## config.mk

```make
export PLATFORM = sky130hd
export DESIGN_NAME = gn_collector_flat
export DESIGN_NICKNAME = d
export VERILOG_FILES = /design/src/rtl/gn_collector_if.sv /design/src/rtl/gn_collector.sv /design/src/flat_wrapper.sv
export SDC_FILE = /design/constraint.sdc
export NUM_CORES = 1
export LEC_CHECK = 0
export CORE_MARGIN = 5
export CORE_UTILIZATION = 40
export CTS_CLUSTER_DIAMETER = 150
export CTS_CLUSTER_SIZE = 14
export DETAILED_ROUTE_END_ITERATION = 8
export PLACE_DENSITY = 0.62
export REMOVE_ABC_BUFFERS = 1
export SETUP_SLACK_MARGIN = 0.02
export SLEW_MARGIN = 20
export SYNTH_ARGS = -nofsm -noshare
export SYNTH_HDL_FRONTEND = slang
export SYNTH_SLANG_ARGS = --single-unit
```

## constraint.sdc

```tcl
create_clock -name hash_clk -period 3.64 [get_ports hash_clk]
set_input_delay 0.728 -clock hash_clk [delete_from_list [all_inputs] [get_ports hash_clk]]
set_output_delay 0.728 -clock hash_clk [all_outputs]
set_load 0.01 [all_outputs]
```

## src/rtl/gn_collector_if.sv

```systemverilog
// Collector bundle: nonce inputs and flush/pop from the core side, queue head and status toward the host.
// The slave modport belongs to gn_collector; dbg_* exposes arbiter state for observation.
interface gn_collector_if #(
  parameter int NCORES = 2,
  parameter int DEPTH  = 4,
  parameter int CIDX_W = 1
);
  localparam int CNT_W = $clog2(DEPTH) + 1;

  logic                   flush;
  logic [NCORES-1:0]      gn_match;
  logic [32*NCORES-1:0]   golden_nonce;
  logic                   pop;
  logic                   nonce_valid;
  logic [31:0]            nonce_out;
  logic [CIDX_W-1:0]      core_out;
  logic [CNT_W-1:0]       count;
  logic                   overflow;
  logic [NCORES-1:0]      dbg_pending;
  logic [CIDX_W-1:0]      dbg_rr_ptr;

  // Handshake: the head entry is valid while nonce_valid=1; it is consumed on the rising edge where pop=1.
  // A pop while nonce_valid=0 is ignored.
  modport master (
    output flush, gn_match, golden_nonce, pop,
    input  nonce_valid, nonce_out, core_out, count, overflow, dbg_pending, dbg_rr_ptr
  );

  modport slave (
    input  flush, gn_match, golden_nonce, pop,
    output nonce_valid, nonce_out, core_out, count, overflow, dbg_pending, dbg_rr_ptr
  );
endinterface

```

## src/rtl/gn_collector.sv

```systemverilog
// Catches per-core golden-nonce pulses in holding slots and moves them through a round-robin
// arbiter into a shared show-ahead FIFO.
module gn_collector #(
  parameter int NCORES = 2,
  parameter int DEPTH  = 4,
  parameter int CIDX_W = 1
) (
  input  logic          hash_clk,
  input  logic          reset_n,
  gn_collector_if.slave bus
);
  localparam int PTR_W = $clog2(DEPTH);
  localparam int CNT_W = $clog2(DEPTH) + 1;

  logic [NCORES-1:0]      pending_q, pending_d;
  logic [31:0]            hold_q [NCORES];
  logic [31:0]            hold_d [NCORES];
  logic [PTR_W-1:0]       wr_ptr_q, rd_ptr_q;
  logic [CNT_W-1:0]       count_q, count_d;
  logic                   overflow_q, overflow_set;
  logic [CIDX_W-1:0]      rr_ptr_q, rr_ptr_d;
  logic [CIDX_W+31:0]     mem_q [DEPTH];

  logic                   grant;
  logic [CIDX_W-1:0]      win;
  logic                   rd_en;
  int                     best_dist;
  int                     cur_dist;

  // Winner is the pending core with the smallest forward distance from rr_ptr.
  always_comb begin
    grant     = 1'b0;
    win       = '0;
    best_dist = NCORES;
    cur_dist  = 0;
    if (count_q < CNT_W'(DEPTH)) begin
      for (int i = 0; i < NCORES; i++) begin
        if (pending_q[i]) begin
          cur_dist = (i + NCORES - int'(rr_ptr_q)) % NCORES;
          if (cur_dist < best_dist) begin
            best_dist = cur_dist;
            win       = CIDX_W'(i);
            grant     = 1'b1;
          end
        end
      end
    end
  end

  always_comb begin
    rr_ptr_d = rr_ptr_q;
    if (grant) begin
      rr_ptr_d = (int'(win) + 1 == NCORES) ? '0 : win + CIDX_W'(1);
    end
  end

  // A slot being granted this cycle is free again, so a new pulse reloads it without loss.
  always_comb begin
    overflow_set = 1'b0;
    for (int i = 0; i < NCORES; i++) begin
      pending_d[i] = pending_q[i];
      hold_d[i]    = hold_q[i];
      if (grant && (win == CIDX_W'(i))) begin
        pending_d[i] = 1'b0;
      end
      if (bus.gn_match[i]) begin
        if (!pending_d[i]) begin
          hold_d[i]    = bus.golden_nonce[32*i +: 32];
          pending_d[i] = 1'b1;
        end else begin
          overflow_set = 1'b1;
        end
      end
    end
  end

  assign rd_en = bus.pop && (count_q != '0);

  always_comb begin
    count_d = count_q;
    if (grant && !rd_en) begin
      count_d = count_q + CNT_W'(1);
    end else if (!grant && rd_en) begin
      count_d = count_q - CNT_W'(1);
    end
  end

  always_ff @(posedge hash_clk or negedge reset_n) begin
    if (!reset_n) begin
      pending_q  <= '0;
      wr_ptr_q   <= '0;
      rd_ptr_q   <= '0;
      count_q    <= '0;
      overflow_q <= 1'b0;
      rr_ptr_q   <= '0;
      for (int i = 0; i < NCORES; i++) begin
        hold_q[i] <= '0;
      end
    end else if (bus.flush) begin
      pending_q  <= '0;
      wr_ptr_q   <= '0;
      rd_ptr_q   <= '0;
      count_q    <= '0;
      overflow_q <= 1'b0;
      rr_ptr_q   <= '0;
    end else begin
      pending_q  <= pending_d;
      count_q    <= count_d;
      rr_ptr_q   <= rr_ptr_d;
      overflow_q <= overflow_q | overflow_set;
      for (int i = 0; i < NCORES; i++) begin
        hold_q[i] <= hold_d[i];
      end
      if (grant) begin
        wr_ptr_q <= wr_ptr_q + PTR_W'(1);
      end
      if (rd_en) begin
        rd_ptr_q <= rd_ptr_q + PTR_W'(1);
      end
    end
  end

  // Storage needs no reset: the head is masked to zero whenever the queue is empty.
  always_ff @(posedge hash_clk) begin
    if (grant && !bus.flush) begin
      mem_q[wr_ptr_q] <= {win, hold_q[win]};
    end
  end

  assign bus.nonce_valid = (count_q != '0);
  assign bus.nonce_out   = bus.nonce_valid ? mem_q[rd_ptr_q][31:0] : 32'h0;
  assign bus.core_out    = bus.nonce_valid ? mem_q[rd_ptr_q][CIDX_W+31:32] : '0;
  assign bus.count       = count_q;
  assign bus.overflow    = overflow_q;
  assign bus.dbg_pending = pending_q;
  assign bus.dbg_rr_ptr  = rr_ptr_q;
endmodule

```

## src/flat_wrapper.sv

```systemverilog
// flat-port wrapper written by rule: the top's interface ports become plain ports
module gn_collector_flat 
#(
  parameter int NCORES = 2,
  parameter int DEPTH  = 4,
  parameter int CIDX_W = 1
)
  (hash_clk, reset_n, bus_flush, bus_gn_match, bus_golden_nonce, bus_pop, bus_nonce_valid, bus_nonce_out, bus_core_out, bus_count, bus_overflow, bus_dbg_pending, bus_dbg_rr_ptr);
  gn_collector_if #(.NCORES(NCORES), .DEPTH(DEPTH), .CIDX_W(CIDX_W)) bus_i ();
  input  logic hash_clk;
  input  logic reset_n;
  input wire logic [$bits(bus_i.flush)-1:0] bus_flush;
  input wire logic [$bits(bus_i.gn_match)-1:0] bus_gn_match;
  input wire logic [$bits(bus_i.golden_nonce)-1:0] bus_golden_nonce;
  input wire logic [$bits(bus_i.pop)-1:0] bus_pop;
  output wire logic [$bits(bus_i.nonce_valid)-1:0] bus_nonce_valid;
  output wire logic [$bits(bus_i.nonce_out)-1:0] bus_nonce_out;
  output wire logic [$bits(bus_i.core_out)-1:0] bus_core_out;
  output wire logic [$bits(bus_i.count)-1:0] bus_count;
  output wire logic [$bits(bus_i.overflow)-1:0] bus_overflow;
  output wire logic [$bits(bus_i.dbg_pending)-1:0] bus_dbg_pending;
  output wire logic [$bits(bus_i.dbg_rr_ptr)-1:0] bus_dbg_rr_ptr;
  assign bus_i.flush = bus_flush;
  assign bus_i.gn_match = bus_gn_match;
  assign bus_i.golden_nonce = bus_golden_nonce;
  assign bus_i.pop = bus_pop;
  assign bus_nonce_valid = bus_i.nonce_valid;
  assign bus_nonce_out = bus_i.nonce_out;
  assign bus_core_out = bus_i.core_out;
  assign bus_count = bus_i.count;
  assign bus_overflow = bus_i.overflow;
  assign bus_dbg_pending = bus_i.dbg_pending;
  assign bus_dbg_rr_ptr = bus_i.dbg_rr_ptr;
  gn_collector #(.NCORES(NCORES), .DEPTH(DEPTH), .CIDX_W(CIDX_W)) u_core (.hash_clk(hash_clk), .reset_n(reset_n), .bus(bus_i));
endmodule
```

==> results of run 1 <==
report_power, final:
group | leakage (nW) | internal (mW) | switching (mW)
Sequential | 2.09 | 2.95 | 0.181
Clock | 0.250 | 0.963 | 0.771
Combinational | 1.49 | 1.24 | 0.957
Total | 3.83 | 5.15 | 1.91
final cells by class:
cell class	count	area [um2]	area share (%)
Clock buffer	29	513.0	4.889
Clock inverter	1	5.005	0.04769
Inverter	7	26.28	0.2504
Multi-Input combinational cell	216	2542	24.23
Sequential cell	207	5843	55.68
Tap cell	275	344.1	3.279
Timing Repair Buffer	124	1220	11.63
per-layer routing:
metal | up-vias | part of all wire [%] | track usage [%]
met3 | 15 | 4.5 | 2.552
li1 | 1952 | - | -
met5 | - | 0 | 0
met4 | 0 | 1.3 | 2.810
met1 | 2231 | 43 | 18.16
met2 | 90 | 51 | 24.92
cells in the final DEF, fill, tap and decap left out, drive strengths merged:
| cell type | count |
|---|---|
| nand2b | 3 |
| or3 | 1 |
| buf | 15 |
| ha | 4 |
| a32oi | 2 |
| clkdlybuf4s50 | 109 |
| edfxtp | 132 |
| mux4 | 33 |
| clkinv | 1 |
| nand3 | 1 |
| fa | 1 |
| nand2 | 3 |
| dfrtp | 75 |
| xor2 | 4 |
| a2bb2oi | 1 |
| xnor2 | 3 |
| nor4b | 1 |
| inv | 7 |
| a211o | 1 |
| nor3b | 1 |
| nor2b | 1 |
| o21bai | 1 |
| clkbuf | 29 |
| a21oi | 6 |
| o31ai | 1 |
| mux2i | 1 |
| and2 | 37 |
| mux2 | 96 |
| nor2 | 14 |
cells in the mapped netlist:
| cell type | n | share of area, % |
|---|---|---|
| a211o_4 | 1 | 0.21 |
| a21oi_1 | 6 | 0.35 |
| a2bb2oi_1 | 1 | 0.10 |
| a32oi_1 | 2 | 0.21 |
| and2_1 | 37 | 2.7 |
| buf_2 | 10 | 0.59 |
| buf_4 | 1 | 0.088 |
| buf_6 | 4 | 0.53 |
| clkbuf_1 | 10 | 0.44 |
| dfrtp_1 | 75 | 22 |
| edfxtp_1 | 132 | 46 |
| fa_1 | 1 | 0.23 |
| ha_1 | 4 | 0.59 |
| inv_1 | 7 | 0.31 |
| mux2_2 | 66 | 8.7 |
| mux2_4 | 30 | 5.3 |
| mux2i_1 | 1 | 0.12 |
| mux4_2 | 33 | 8.7 |
| nand2_1 | 3 | 0.13 |
| nand2b_1 | 2 | 0.15 |
| nand2b_4 | 1 | 0.16 |
| nand3_1 | 1 | 0.059 |
| nor2_1 | 14 | 0.62 |
| nor2b_1 | 1 | 0.073 |
| nor3b_2 | 1 | 0.15 |
| nor4b_1 | 1 | 0.10 |
| o21bai_2 | 1 | 0.13 |
| o31ai_1 | 1 | 0.088 |
| or3_1 | 1 | 0.073 |
| xnor2_1 | 3 | 0.31 |
| xor2_1 | 4 | 0.41 |
how the worst min path moves through the flow:
stage	startpoint	slack (ps)	end	depth (start not counted)
floorplan	reset_n	430	u_core.bus.count[0]	0
global placement	u_core.hold_q[46]	480	u_core.hold_q[46]	1
detailed placement	u_core.hold_q[47]	490	u_core.hold_q[47]	1
CTS	reset_n	460	u_core.hold_q[10]	1
global route	reset_n	350	u_core.hold_q[42]	1
finish	reset_n	290	u_core.hold_q[42]	1
per-stage QoR:
step	cells	power, mW	worst slack (ps)	hold WS [ps]	util [%]
2_1_floorplan	430	4.381	630.3	432.4	-
3_3_place_gp	829	5.379	799.3	483.6	47.44
3_5_place_dp	829	5.433	775.7	490.0	47.44
4_1_cts	859	7.205	271.5	455.3	49.90
5_1_grt	859	7.440	178.9	350.6	49.92
6_report	859	7.062	356.1	292.3	49.92
state kept, by name, summed over array words and instances, names as in the netlist:
| name | cells |
|---|---|
| u_core.bus.count | 3 |
| u_core.bus.dbg_pending | 2 |
| u_core.bus.dbg_rr_ptr | 1 |
| u_core.bus.overflow | 1 |
| u_core.hold_q | 64 |
| u_core.mem_q | 132 |
| u_core.rd_ptr_q | 2 |
| u_core.wr_ptr_q | 2 |
kinds of logic (layout without fill, tap and decap cells):
logic type,Yosys count,after routing
buffers and inverters,32,161
DFF,207,207
adders and majority gates,5,5
xor gates and xnor gates,7,7
muxes,130,130
and+or+nand+nor,62,62
AOI/OAI and AO/OA,12,12
==> impl_metrics.json, run 1 <==
{
  "synth_xor_xnor_area_share_pct": 0.7181,
  "critical_path_peak_fanout": 11,
  "slew_headroom_pct": 51.80,
  "cp.required_ps": 2910,
  "nNetsFinal": 649,
  "drtPass1Iterations": 4,
  "filler_cell_count": 1749,
  "cellPowerDensity_nw_per_um2": 673.0,
  "cp_cell_sequence": "buf_4 > mux4_2 > and2_1 > clkdlybuf4s50_1",
  "floorplan.die.width_um": 156.1,
  "worst_setup_path_startpoint": "u_core.rd_ptr_q[0]",
  "synth_compound_gate_area_share_pct": 1.084,
  "maxClockFrequency_ghz": 0.3045,
  "muxShareOfSynthArea_pct": 22.80,
  "worst_setup_path_end_kind": "output pin",
  "ys_seq_elements": 207,
  "finalMaxSlewViolations": 0,
  "dp_hpwl_mm": 11.20,
  "post_synth_fa_ha_maj_area_fraction_pct": 0.8206,
  "total_leakage_power_nw": 3.830,
  "drt_first_iter_violations": 145,
  "numPortBuffers": 110,
  "finalHoldViolCount": 0,
  "ctsHoldBuffers": 0,
  "synth_simple_gate_area_share_pct": 4.220,
  "grt_pass1_vias": 4864,
  "clock-skew-final_ps": 13.28,
  "overall_routing_resource_usage_pct": 14.03,
  "cp_data_arrival_time_ps": 2560,
  "clkTransAtPathRegs_ps": 70,
  "ys_seq_area_share_pct": 68.41,
  "crit-reg2reg-launch": "u_core.bus.count[2]",
  "cts_tree": "yes",
  "tns_ps": 0,
  "placeableCoreArea_um2": 21020,
  "criticalPathCategory": "reg2out",
  "ctsLongestPathBuffers": 3,
  "post-route-period-util_pct": 90.22,
  "grt_setup_unrepaired": "false",
  "place_congestion": 0.7065,
  "dpl-instance-area_um2": 9972,
  "drt-vias-per-instance": 4.992,
  "synth_area_per_cell_um2": 18.77,
  "crit_path_start_kind": "flip-flop",
  "cts-htree-levels": 1,
  "synth_top_family_by_area": "multiplexers",
  "cts_buffers": 18,
  "maximum_number_of_pins_on_one_net_before_global_route_repair": 76,
  "grt_overflow_total": 0,
  "worst_setup_path_endpoint": "bus_nonce_out[16]",
  "synth_warnings": 0,
  "worst_ir_drop_vdd_mv": 0.3838,
  "timing.reg2reg.setup_slack_ps": 1240,
  "post_cts_resize_count": 0,
  "final_design_area_no_fill_um2": 10490,
  "grt_pass1_wl_mm": 26.90,
  "antenna_cells_inserted": 0,
  "reg_to_reg_endpoint": "u_core.hold_q[1]",
  "path_delay_family": "buffers and inverters",
  "max_cap_viols": 0,
  "antenna_found_initial": 0,
  "critical_path_slowest_stage_cell": "dfrtp_2",
  "transition_time_of_the_tightest_slew_check_pin_ps": 722.9,
  "cts_num_sinks": 207,
  "setup_viol": 0,
  "antenna_left": 0,
  "timing.critical_path.depth": 4,
  "drc_errors": 0,
  "path_buf_inv": 2,
  "hold_path_class": "in2async",
  "cts_setup_buffers": 0,
  "num_rows": 53,
  "syn-instance-count": 455,
  "status": "finished clean",
  "syn-cell-area_um2": 8538,
  "cp_slowest_stage_delay_ps": 610,
  "via_count": 4288,
  "clk_latency_ps": 470,
  "area.growth.synth_to_final_pct": 22.90,
  "r2r_worst_path_depth": 4,
  "routed_wl_mm": 17.01,
  "io_pins": 111,
  "wl_per_cell_um": 19.80,
  "start_util_pct": 40.62,
  "floorplan.die_area_um2": 24370,
  "final_layout_size_suffix_gt1_share_pct": 29.79,
  "netlist_cell_types": 31,
  "die-height_um": 156.1,
  "cts-root-buf": "clkbuf_16",
  "post-route-min-period_ps": 3284
}
Note: power is estimated with default switching activity, not from simulation.
==> inputs of run 2 (changes only) <==
--- a/config.mk
+++ b/config.mk
@@ -7,3 +7,2 @@
 export LEC_CHECK = 0
-export CORE_MARGIN = 5
 export CORE_UTILIZATION = 40
@@ -12,2 +11,3 @@
 export DETAILED_ROUTE_END_ITERATION = 8
+export GPL_TIMING_DRIVEN = 0
 export PLACE_DENSITY = 0.62
==> constraint.sdc (replaced) <==
create_clock -name hash_clk -period 3.64 [get_ports hash_clk]
set_input_delay 0.91 -clock hash_clk [delete_from_list [all_inputs] [get_ports hash_clk]]
set_output_delay 0.91 -clock hash_clk [all_outputs]
set_load 0.01 [all_outputs]
==> impl_metrics.json, run 2 (synthesis gave the netlist of run 1 again) <==
{
  "antenna_cells_inserted": 0,
  "clock_power_share_pct": 24.9,
  "worst_setup_path_end_kind": "output pin",
  "floorplan.die_area_um2": 21930,
  "mostFrequentLayoutCell": "edfxtp_1",
  "dp_hpwl_mm": 10.32,
  "io_pins": 111,
  "cp_data_arrival_time_ps": 2420,
  "antenna_found_initial": 0,
  "routed_wl_mm": 16.25,
  "antenna_left": 0,
  "clk_latency_ps": 480,
  "power_mw": 7.094,
  "cts-root-buf": "clkbuf_16",
  "netSwitchingPower_mw": 1.910,
  "setup_viol": 0,
  "crit-reg2reg-launch": "u_core.bus.count[2]",
  "critical_path_peak_fanout": 21,
  "switching_share_pct": 26.93,
  "worst_ir_drop_vdd_mv": 0.5120,
  "floorplan.die.width_um": 148.1,
  "nNetsFinal": 646,
  "share_comb_of_total_power_pct": 31.3,
  "cts-htree-levels": 1,
  "top_register": "u_core.mem_q",
  "final_layout_size_suffix_gt1_share_pct": 29.50,
  "cts_buffers": 18,
  "final_design_area_no_fill_um2": 10570,
  "grt_pass1_vias": 4728,
  "preCtsSetupSlack_ps": 544.1,
  "dpl-instance-area_um2": 10020,
  "area.growth.synth_to_final_pct": 23.74,
  "maxClockFrequency_ghz": 0.3007,
  "overall_routing_resource_usage_pct": 15.30,
  "ctsLongestPathBuffers": 3,
  "grt_pass1_wl_mm": 25.79,
  "cp_cell_sequence": "buf_12 > mux4_2 > and2_1 > clkdlybuf4s50_1",
  "timing.reg2reg.setup_slack_ps": 1200,
  "worst_setup_path_startpoint": "u_core.rd_ptr_q[1]",
  "slew_headroom_pct": 55.25,
  "hold_path_class": "in2async",
  "post-route-min-period_ps": 3326,
  "clkTransAtPathRegs_ps": 60,
  "path_delay_family": "buffers and inverters",
  "die-height_um": 148.1,
  "cts_tree": "yes",
  "numPortBuffers": 110,
  "total_leakage_power_nw": 3.835,
  "path_buf_inv": 2,
  "max_cap_viols": 0,
  "largest_register_ffs": 132,
  "cts_num_sinks": 207,
  "post-route-period-util_pct": 91.36,
  "final.hold.worst_slack_ps": 384.1,
  "critical_path_slowest_stage_cell": "dfrtp_2",
  "fin_util_pct": 50.42,
  "design_internal_power_mw": 5.183,
  "layout.cells.most_common_list": "132 x edfxtp_1, 109 x clkdlybuf4s50_1, 73 x dfrtp_1, 66 x mux2_2",
  "criticalPathCategory": "reg2out",
  "drt_first_iter_violations": 243,
  "wl_per_cell_um": 18.93,
  "num_rows": 53,
  "cellPowerDensity_nw_per_um2": 671.4,
  "grt_setup_unrepaired": "false",
  "crit_path_start_kind": "flip-flop",
  "place_congestion": 0.6969,
  "status": "finished clean",
  "placeableCoreArea_um2": 20960,
  "finalMaxSlewViolations": 0,
  "p_seq_share_pct": 43.8,
  "via_count": 4304,
  "grt_overflow_total": 0,
  "finalHoldViolCount": 0,
  "drc_errors": 0,
  "drtPass1Iterations": 4,
  "cp_slowest_stage_delay_ps": 640,
  "drt-vias-per-instance": 5.016,
  "transition_time_of_the_tightest_slew_check_pin_ps": 671.3,
  "clock-skew-final_ps": 7.498,
  "cp.required_ps": 2730,
  "maximum_number_of_pins_on_one_net_before_global_route_repair": 43,
  "start_util_pct": 40.75,
  "layout_setup_ws_ps": 314.5
}
run 2: cell count changes in the layout (fill, tap and decap cells not counted):
cell      before  now
buf_12         1    7
buf_4         13    3
buf_6          1    2
clkbuf_1      10   12
dfrtp_2        2    1
dfrtp_4        0    1
or3_1          1    0
or3_4          0    1
run 2: layout make-up:
type | count | area (um2)
Timing Repair Buffer | 121 | 1276
Clock buffer | 31 | 520.5
Tap cell | 275 | 344.1
Clock inverter | 1 | 5.005
Fill cell | 1764 | 10390
Sequential cell | 207 | 5846
Multi-Input combinational cell | 216 | 2547
Inverter | 7 | 26.28
run 2: timing repair:
item / in CTS / in global routing
setup buffers: 2 / 0
hold endpoints to repair: 0 / 0
hold buffers: 0 / 0
resized for setup: 0 / 1
endpoints found under the setup margin: 1 / 1
run 2: final timing paths:
path                                       to  cells after the start
max                         bus_nonce_out[30]                      4
min                         u_core.hold_q[50]                      1
max reg2reg                  u_core.hold_q[0]                      4
min reg2reg                 u_core.hold_q[43]                      1
max in group asynchronous  u_core.rd_ptr_q[0]                      2
min in group hash_clk       u_core.hold_q[43]                      1
run 2: metrics by stage:
stage / instances / setup TNS [ps]
finish: 858 / 0
global route: 858 / 0
CTS: 858 / 0
detailed placement: 824 / 0
global placement: 815 / -144180
floorplan: 430 / 0
run 2: layer usage:
layer  up-vias  GRT usage (%)  wire length [um]
li1       1956              -                 -
met1      2239          20.41              7077
met2        88          25.85              8170
met3        21          3.067               779
met4         0          3.505               217
met5         -              0                 0
run 2: power by group through the flow:
stage,Combinational (mW),Sequential (mW),Clock (mW)
6_report,2.22,3.11,1.76
5_1_grt,2.41,3.14,1.93
4_1_cts,2.28,3.11,1.84
3_5_place_dp,2.21,3.20,0
3_3_place_gp,2.03,3.26,0
2_1_floorplan,1.19,3.19,0
==> inputs of run 3 (changes only) <==
- GPL_TIMING_DRIVEN: 0 -> unset
==> impl_metrics.json, run 3 (synthesis gave the netlist of run 1 again) <==
{
  "status": "finished clean",
  "clkTransAtPathRegs_ps": 60,
  "largest_register_ffs": 132,
  "max_cap_viols": 0,
  "tns_ps": 0,
  "ctsLongestPathBuffers": 3,
  "cp_cell_sequence": "or3_2 > and2_1 > clkdlybuf4s50_1",
  "finalHoldViolCount": 0,
  "cp.required_ps": 2730,
  "clk_latency_ps": 470,
  "antenna_cells_inserted": 0,
  "ctsHoldBuffers": 0,
  "overall_routing_resource_usage_pct": 15.11,
  "cp_slowest_stage_delay_ps": 830,
  "post-route-min-period_ps": 3426,
  "cts_setup_buffers": 0,
  "transition_time_of_the_tightest_slew_check_pin_ps": 707.6,
  "grt_pass1_vias": 4769,
  "drtPass1Iterations": 4,
  "drt-vias-per-instance": 4.963,
  "r2r_worst_path_depth": 7,
  "critical_path_peak_fanout": 36,
  "num_rows": 53,
  "reg_to_reg_endpoint": "u_core.bus.count[2]",
  "crit-reg2reg-launch": "u_core.bus.count[1]",
  "timing.reg2reg.setup_slack_ps": 1040,
  "top_register": "u_core.mem_q",
  "cts-htree-levels": 1,
  "cts_tree": "yes",
  "mostFrequentLayoutCell": "edfxtp_1",
  "io_pins": 111,
  "layout.cells.most_common_list": "132 x edfxtp_1, 109 x clkdlybuf4s50_1, 73 x dfrtp_1, 66 x mux2_2",
  "worst_ir_drop_vdd_mv": 0.3279,
  "criticalPathCategory": "reg2out",
  "floorplan.die_area_um2": 21930,
  "maximum_number_of_pins_on_one_net_before_global_route_repair": 76,
  "start_util_pct": 40.75,
  "cts_buffers": 18,
  "final_layout_size_suffix_gt1_share_pct": 29.50,
  "wl_per_cell_um": 18.52,
  "placeableCoreArea_um2": 20960,
  "timing.critical_path.depth": 3,
  "worst_setup_path_endpoint": "bus_nonce_out[11]",
  "drt_first_iter_violations": 199,
  "grt_overflow_total": 0,
  "cellPowerDensity_nw_per_um2": 669.5,
  "cts_num_sinks": 207,
  "drc_errors": 0,
  "numPortBuffers": 110,
  "path_delay_family": "simple AND/OR/NAND/NOR gates",
  "via_count": 4258,
  "clock-skew-final_ps": 7.571,
  "routed_wl_mm": 15.89,
  "cts-root-buf": "clkbuf_16",
  "power_mw": 7.049,
  "total_leakage_power_nw": 3.826,
  "critical_path_slowest_stage_cell": "or3_2",
  "die-height_um": 148.1,
  "nNetsFinal": 646,
  "place_congestion": 0.7585,
  "path_buf_inv": 1,
  "antenna_left": 0,
  "grt_pass1_wl_mm": 25.43,
  "setup_viol": 0,
  "maxClockFrequency_ghz": 0.2919,
  "floorplan.die.width_um": 148.1,
  "hold_path_class": "in2async",
  "antenna_found_initial": 0,
  "worst_setup_path_end_kind": "output pin",
  "crit_path_start_kind": "flip-flop",
  "area.growth.synth_to_final_pct": 23.33,
  "grt_setup_unrepaired": "false",
  "cp_data_arrival_time_ps": 2520,
  "finalMaxSlewViolations": 0,
  "post-route-period-util_pct": 94.13,
  "dp_hpwl_mm": 9.931,
  "slew_headroom_pct": 52.83,
  "worst_setup_path_startpoint": "u_core.bus.count[1]",
  "post_cts_resize_count": 0
}
-- run 3: metal layers --
| layer | vias to the layer above | share of wire, % | GRT usage [%] |
|---|---|---|---|
| met5 | - | 0 | 0 |
| met1 | 2189 | 44 | 19.90 |
| met4 | 0 | 1.3 | 3.763 |
| li1 | 1957 | - | - |
| met3 | 16 | 5.2 | 2.791 |
| met2 | 96 | 50 | 25.85 |
-- run 3: report_power, final --
group	switching [mW]	leakage [nW]	internal, mW
logic	0.958	1.48	1.25
clock network	0.772	0.252	0.972
registers	0.147	2.09	2.95
-- run 3: how the worst min path moves through the flow --
stage	start	end	slack, ps
finish	reset_n	u_core.hold_q[18]	470
global route	u_core.hold_q[63]	u_core.hold_q[63]	510
CTS	u_core.hold_q[37]	u_core.hold_q[37]	510
detailed placement	u_core.hold_q[37]	u_core.hold_q[37]	490
global placement	u_core.hold_q[55]	u_core.hold_q[55]	480
floorplan	u_core.hold_q[32]	u_core.hold_q[32]	470
-- run 3: through the flow --
| step | cell area [um2] | hold slack [ps] | setup WS, ps | instances | utilization [%] |
|---|---|---|---|---|---|
| final | 10530 | 468.1 | 213.8 | 858 | 50.25 |
| after global routing | 10530 | 514.6 | 114.2 | 858 | 50.25 |
| after CTS | 10530 | 505.4 | 193.5 | 858 | 50.23 |
| after detailed placement | 10000 | 490.1 | 716.5 | 826 | 47.73 |
| after global placement | 10000 | 484.5 | 446.5 | 826 | 47.72 |
| after floorplan | 8398 | 475.0 | 448.3 | 430 | - |
-- run 3: layout make-up --
| class | count | area (um2) |
|---|---|---|
| Sequential cell | 207 | 5843 |
| Inverter | 7 | 26.28 |
| Clock inverter | 1 | 5.005 |
| Multi-Input combinational cell | 216 | 2544 |
| Timing Repair Buffer | 121 | 1247 |
| Clock buffer | 31 | 520.5 |
| Fill cell | 1776 | 10430 |
| Tap cell | 275 | 344.1 |
-- run 3: worst reg2reg max path, stage by stage, from the launching register on --
cell,delay (ps)
dfrtp_1,440
or3_2,830
buf_4,270
a21oi_1,170
fa_1,230
nor4b_1,250
a32oi_1,140
a21oi_1,180
